<file path="config.mk">
export PLATFORM = sky130hd
export DESIGN_NAME = hash_rd_seq
export DESIGN_NICKNAME = d
export VERILOG_FILES = /design/src/rtl/hash_rd_seq.sv
export SDC_FILE = /design/constraint.sdc
export NUM_CORES = 1
export LEC_CHECK = 0
export ABC_AREA = 1
export CAP_MARGIN = 15
export CORE_ASPECT_RATIO = 0.9
export CORE_MARGIN = 2
export CORE_UTILIZATION = 53
export CTS_BUF_LIST = sky130_fd_sc_hd__clkbuf_4
export CTS_CLUSTER_SIZE = 14
export DETAILED_ROUTE_END_ITERATION = 16
export GPL_TIMING_DRIVEN = 0
export PLACE_DENSITY = 0.87
export SETUP_SLACK_MARGIN = 0.15
export SLEW_MARGIN = 20
export SYNTH_ARGS = -nofsm -noshare
export SYNTH_HDL_FRONTEND = slang
export SYNTH_SLANG_ARGS = --single-unit
</file>
<file path="constraint.sdc">
create_clock -name clk -period 2.3 [get_ports clk]
set_clock_uncertainty 0.15 [all_clocks]
set_input_delay 0.23 -clock clk [delete_from_list [all_inputs] [get_ports clk]]
set_output_delay 0.23 -clock clk [all_outputs]
set_load 0.03 [all_outputs]
</file>
<file path="src/rtl/hash_rd_seq.sv">
// hash_rd_seq: reads the hash result word by word from a combinational read
// mux and streams it out MSB byte first on a byte-wide valid/ready interface.
// Tracks whether a result is available and flags rejected or interrupted
// read-outs with a single-cycle err pulse.
module hash_rd_seq #(
  parameter int NUM_WORDS = 12
) (
  input  logic        clk,
  input  logic        rst_n,
  input  logic        hash_done,
  input  logic        hash_clr,
  input  logic        start,
  input  logic        abort,
  input  logic [31:0] rd_d,
  output logic [3:0]  rd_addr,
  output logic [7:0]  tx_data,
  output logic        tx_valid,
  input  logic        tx_ready,
  output logic        busy,
  output logic        done,
  output logic        err
);

  typedef enum logic [1:0] {
    S_IDLE,
    S_LOAD,
    S_SEND,
    S_DONE
  } state_t;

  localparam logic [3:0] LAST_WORD = 4'(NUM_WORDS - 1);

  state_t      state_q, state_d;
  logic        result_valid_q, result_valid_d;
  logic [3:0]  word_cnt_q, word_cnt_d;
  logic [1:0]  byte_cnt_q, byte_cnt_d;
  logic [31:0] shreg_q, shreg_d;
  logic [3:0]  rd_addr_q, rd_addr_d;
  logic [7:0]  tx_data_q, tx_data_d;
  logic        tx_valid_q, tx_valid_d;
  logic        busy_q, busy_d;
  logic        done_q, done_d;
  logic        err_q, err_d;

  // Result-available flag; an invalidation beats a completion in the same cycle.
  always_comb begin
    result_valid_d = result_valid_q;
    if (hash_clr) begin
      result_valid_d = 1'b0;
    end else if (hash_done) begin
      result_valid_d = 1'b1;
    end
  end

  // Sequencer next state: word/byte walk, capture and shift; abort/clear override.
  always_comb begin
    state_d    = state_q;
    word_cnt_d = word_cnt_q;
    byte_cnt_d = byte_cnt_q;
    shreg_d    = shreg_q;
    err_d      = 1'b0;
    case (state_q)
      S_IDLE: begin
        if (start) begin
          if (result_valid_q) begin
            word_cnt_d = 4'd0;
            state_d    = S_LOAD;
          end else begin
            err_d = 1'b1;
          end
        end
      end
      S_LOAD: begin
        shreg_d    = rd_d;
        byte_cnt_d = 2'd0;
        state_d    = S_SEND;
      end
      S_SEND: begin
        if (tx_valid_q && tx_ready) begin
          shreg_d    = {shreg_q[23:0], 8'h00};
          byte_cnt_d = byte_cnt_q + 2'd1;
          if (byte_cnt_q == 2'd3) begin
            if (word_cnt_q == LAST_WORD) begin
              state_d = S_DONE;
            end else begin
              word_cnt_d = word_cnt_q + 4'd1;
              state_d    = S_LOAD;
            end
          end
        end
      end
      S_DONE: begin
        state_d = S_IDLE;
      end
      default: begin
        state_d = S_IDLE;
      end
    endcase
    if ((state_q != S_IDLE) && (abort || hash_clr)) begin
      state_d = S_IDLE;
      err_d   = hash_clr;
    end
  end

  // Registered outputs are derived from the state being entered so they line up with it.
  always_comb begin
    rd_addr_d  = (state_d == S_IDLE) ? 4'd0 : word_cnt_d;
    tx_valid_d = (state_d == S_SEND);
    tx_data_d  = (state_d == S_SEND) ? shreg_d[31:24] : 8'h00;
    busy_d     = (state_d != S_IDLE);
    done_d     = (state_d == S_DONE);
  end

  // State, datapath and output registers.
  always_ff @(posedge clk or negedge rst_n) begin
    if (!rst_n) begin
      state_q        <= S_IDLE;
      result_valid_q <= 1'b0;
      word_cnt_q     <= 4'd0;
      byte_cnt_q     <= 2'd0;
      shreg_q        <= 32'h0;
      rd_addr_q      <= 4'd0;
      tx_data_q      <= 8'h00;
      tx_valid_q     <= 1'b0;
      busy_q         <= 1'b0;
      done_q         <= 1'b0;
      err_q          <= 1'b0;
    end else begin
      state_q        <= state_d;
      result_valid_q <= result_valid_d;
      word_cnt_q     <= word_cnt_d;
      byte_cnt_q     <= byte_cnt_d;
      shreg_q        <= shreg_d;
      rd_addr_q      <= rd_addr_d;
      tx_data_q      <= tx_data_d;
      tx_valid_q     <= tx_valid_d;
      busy_q         <= busy_d;
      done_q         <= done_d;
      err_q          <= err_d;
    end
  end

  assign rd_addr  = rd_addr_q;
  assign tx_data  = tx_data_q;
  assign tx_valid = tx_valid_q;
  assign busy     = busy_q;
  assign done     = done_q;
  assign err      = err_q;

endmodule
</file>
==> results by stage <==
Run status:
- The run finished with clean final reports.

Setup path:
- Data arrives at the worst endpoint at 2.06 ns.
- The worst setup path is captured at a register.
- The slowest stage of the critical path is the sky130_fd_sc_hd__dfrtp_1 cell.
- For this run, the slowest stage of the critical path takes 0.41 ns.
- The number of buffers and inverters on the critical path is 4.
- The worst endpoint required time is 2.47 ns.
- The critical path goes through inv_1 > ha_1 > inv_2 > a21oi_4 > inv_2 > buf_2 > nand2_1 > o21ai_1.
- The category of cells accounting for the largest share of critical-path delay is buffers and inverters.
- The path type of the worst setup path is reg2reg.
- The cell seen most often among critical-path stages is sky130_fd_sc_hd__inv_2.
- The worst setup path is launched from a register.
- The maximum fanout along the worst path is 10.

Cells and area:
- In the layout the commonest cells are 62 x sky130_fd_sc_hd__nand2_1, 57 x sky130_fd_sc_hd__dfrtp_1, 53 x sky130_fd_sc_hd__clkdlybuf4s50_1.
- The relative area change from synthesis to final layout is 29.1%.
- The number of diodes added for antenna fixing is 0.
- The final instance area is 3390 um^2.
- In the final layout, the share of cells above drive strength 1 is 0.154.
- Leaving out fill and tap cells, the most frequent cell in the layout is sky130_fd_sc_hd__nand2_1.
- For this run, the post-layout net count is 396.

Pwr:
- Internal power comes to 2.40 mW.
- The share of total power dissipated in combinational logic is 0.454.
- The reported leakage power is 1.56 nW.
- The switching share of total power is 0.418.
- The share of total power in sequential cells is 0.374.
- The switching power total is 1.73 mW.
- The share of total power dissipated in the clock network is 0.173.
- VDD sags by at most 0.000622 V.
- The cell area power density is 1220 nW/um^2.

Timing:
- The transition time at the pin with the least slew margin is 0.696 ns.
- The number of slew-limit violations in the final report came to 0.
- The smallest clock period supported by the final layout is computed as 1.89 ns.
- Hold is met by 0.218 ns.
- The hold violation count in the final report is 0.
- The setup TNS after final layout is 0 ns.
- Of the available clock period, the critical path in the final layout requires 0.822.
- Derived from the worst setup path, the maximum achievable clock frequency is 529 MHz.
- Measured against its own limit, the worst slew margin works out to 0.536.
- Setup repair after global routing left no endpoint under its margin.
- The total setup violations reported at the end of the flow is 0.

Logic synthesis:
- Averaged over all synthesized cells, the footprint is 9.18 um^2.
- For this run, the number of Yosys warnings is 0.
- The net count after synthesis is 330.
- In the synthesized netlist, the number of instances is 286.
- The post-synthesis register bit count is 57.
- The mapped netlist covers 2630 um^2.
- Yosys mapped the design onto 25 distinct sky130hd cell types.
- For this run, the register share of the synthesized area comes to 0.543.

Worst hold path:
- The type of the most critical hold path is in2reg.

Placed design:
- In this run the cell area measured after placement is 3240 um^2.
- The congestion estimate from routability-driven global placement came to 0.810.
- Detailed placement ended at an HPWL of 4180 um.
- The number of buffers inserted by port buffering is 54.

Routing:
- The detailed-router iteration count before antenna repair is 4.
- The via count normalized by instance count is 5.17.
- After detailed routing, the average wire length per cell comes to 13.6 um.
- Wires add up to 5740 um.
- For this run, design rule violations remaining after detail routing come to 0.
- The iteration-0 DRC count of the detailed router is 161.
- The via count is 2181.
- Once detail routing completed, the nets flagged for antenna violations numbered 0.

Global route:
- Across every metal layer, demand over resource in global routing totals 0.233.
- The number of global-route vias before repair was 2217.
- The pin count of the biggest net entering global routing is 58.
- The total overflow reported by the global router is 0.
- The first-pass GRT wire length is 9890 um.
- The initial antenna violation count is 0.

CTS:
- The number of buffers between clock root and the deepest sink is 2.
- The clock insertion delay at the later pin of the skew report is 0.40 ns.
- The number of H-tree branching levels is 3.
- The clock-pin transition on the worst setup and hold timing paths is 0.10 ns.
- The total CTS buffers is 9.
- The tree built by TritonCTS fans out to 57 sinks.
- The TritonCTS clock tree is done.
- The buffer type at the clock tree root is sky130_fd_sc_hd__clkbuf_4.
- The number of buffers inserted by post-CTS setup repair is 0.

Floorplan:
- After floorplanning, the core was sized to cover 4800 um^2.
- The area of the die is 5530 um^2.
- For this configuration, the core starts out at a cell density of 0.546.
- The floorplan has 24 rows.
- Measured along the x axis, the die boundary spans 78.2 um.
- The chip height is 70.8 um.
- For this design the top-level I/O count stands at 55.

Job:
- The tool flagged a number of max-cap violations equal to 0.
-- final timing paths --
check	from	endpoint	slack, ns	cells after the start
worst max-delay path	state_q[0]$_DFF_PN0_	byte_cnt_q[0]$_DFFE_PN0P_	0.41	8
worst min-delay path	rd_d[1]	shreg_q[1]$_DFFE_PN0P_	0.22	3
worst max register to register	state_q[0]$_DFF_PN0_	byte_cnt_q[0]$_DFFE_PN0P_	0.41	8
worst min register to register	shreg_q[29]$_DFF_PN0_	shreg_q[29]$_DFF_PN0_	0.33	2
max in group asynchronous	rst_n	state_q[1]$_DFF_PN0_	1.26	2
min in group asynchronous	rst_n	shreg_q[3]$_DFFE_PN0P_	0.26	2
-- flip-flops by register name, summed over array words and instances, names as in the netlist --
register        count
byte_cnt_q          2
state_q             2
rd_addr             4
result_valid_q      1
tx_valid            1
word_cnt_q          4
busy                1
done                1
shreg_q            32
tx_data             8
err                 1
-- timing repair --
| item | CTS | global route |
|---|---|---|
| resized for setup | 0 | 0 |
| hold buffers | 1 | 0 |
| endpoints found under the setup margin | 0 | 0 |
| hold endpoints to repair | 57 | 0 |
-- power by group through the flow --
| stage | Combinational [mW] | Sequential [mW] | Clock, mW |
|---|---|---|---|
| 2_1_floorplan | 1.27 | 1.62 | 0 |
| 3_3_place_gp | 1.80 | 1.54 | 0 |
| 3_5_place_dp | 1.87 | 1.56 | 0 |
| 4_1_cts | 1.88 | 1.54 | 0.730 |
| 5_1_grt | 2.08 | 1.58 | 0.776 |
| 6_report | 1.88 | 1.54 | 0.714 |
-- tightest hold or removal path, cell delays in order --
cell	delay [ns]
sky130_fd_sc_hd__clkdlybuf4s50_1	0.39
sky130_fd_sc_hd__nand3_1	0.08
sky130_fd_sc_hd__nand2_1	0.05
-- synthesized netlist by cell type --
library cell	instances	area share
sky130_fd_sc_hd__inv_1	18	0.026
sky130_fd_sc_hd__a32oi_1	15	0.050
sky130_fd_sc_hd__a31oi_1	1	0.0024
sky130_fd_sc_hd__ha_1	5	0.024
sky130_fd_sc_hd__o21ai_1	5	0.0095
sky130_fd_sc_hd__o21ai_0	3	0.0057
sky130_fd_sc_hd__o21bai_1	1	0.0029
sky130_fd_sc_hd__dfrtp_1	57	0.54
sky130_fd_sc_hd__nand2_1	62	0.089
sky130_fd_sc_hd__nand4_1	2	0.0048
sky130_fd_sc_hd__inv_4	1	0.0024
sky130_fd_sc_hd__nand3_4	1	0.0067
sky130_fd_sc_hd__a21oi_1	23	0.044
sky130_fd_sc_hd__nor2_4	1	0.0043
sky130_fd_sc_hd__nand3_2	1	0.0038
sky130_fd_sc_hd__nor2_1	38	0.054
sky130_fd_sc_hd__buf_6	2	0.0086
sky130_fd_sc_hd__a21oi_4	1	0.0062
sky130_fd_sc_hd__nand2_2	7	0.017
sky130_fd_sc_hd__inv_2	4	0.0057
sky130_fd_sc_hd__and2_1	3	0.0072
sky130_fd_sc_hd__o21ai_2	9	0.030
sky130_fd_sc_hd__nand3_1	14	0.027
sky130_fd_sc_hd__buf_2	8	0.015
sky130_fd_sc_hd__buf_4	4	0.011
-- area by class of cell --
type	count	area [um^2]
timing repair buffer	55	548
inverter	23	88.8
clock inverter	4	43.8
tap	65	81.3
clock buffer	12	90.1
multi-input combinational	192	1020
buffer	14	92.6
fill	382	1420
sequential	57	1430
-- per-stage QoR --
stage | power [mW] | cells | util | setup WS [ns]
3_5_place_dp | 3.43 | 405 | 0.675 | 0.418
2_1_floorplan | 2.88 | 286 | - | 0.689
3_3_place_gp | 3.35 | 405 | 0.676 | -0.843
6_report | 4.13 | 422 | 0.705 | 0.410
5_1_grt | 4.44 | 422 | 0.705 | 0.279
4_1_cts | 4.15 | 422 | 0.705 | 0.395
-- kinds of logic after synthesis --
group | Yosys count | share of synthesized area
compound gates | 58 | 0.151
fa+ha+maj | 5 | 0.0238
buf+inv | 37 | 0.0691
flops | 57 | 0.543
simple gates | 129 | 0.213
-- metal layers --
| layer | GRT usage | vias up | share of wire |
|---|---|---|---|
| li1 | - | 1083 | - |
| met1 | 0.302 | 1008 | 0.43 |
| met2 | 0.374 | 79 | 0.49 |
| met3 | 0.0548 | 11 | 0.069 |
| met4 | 0.111 | 0 | 0.013 |
| met5 | 0 | - | 0 |
Power figures use the tool's default switching activity.
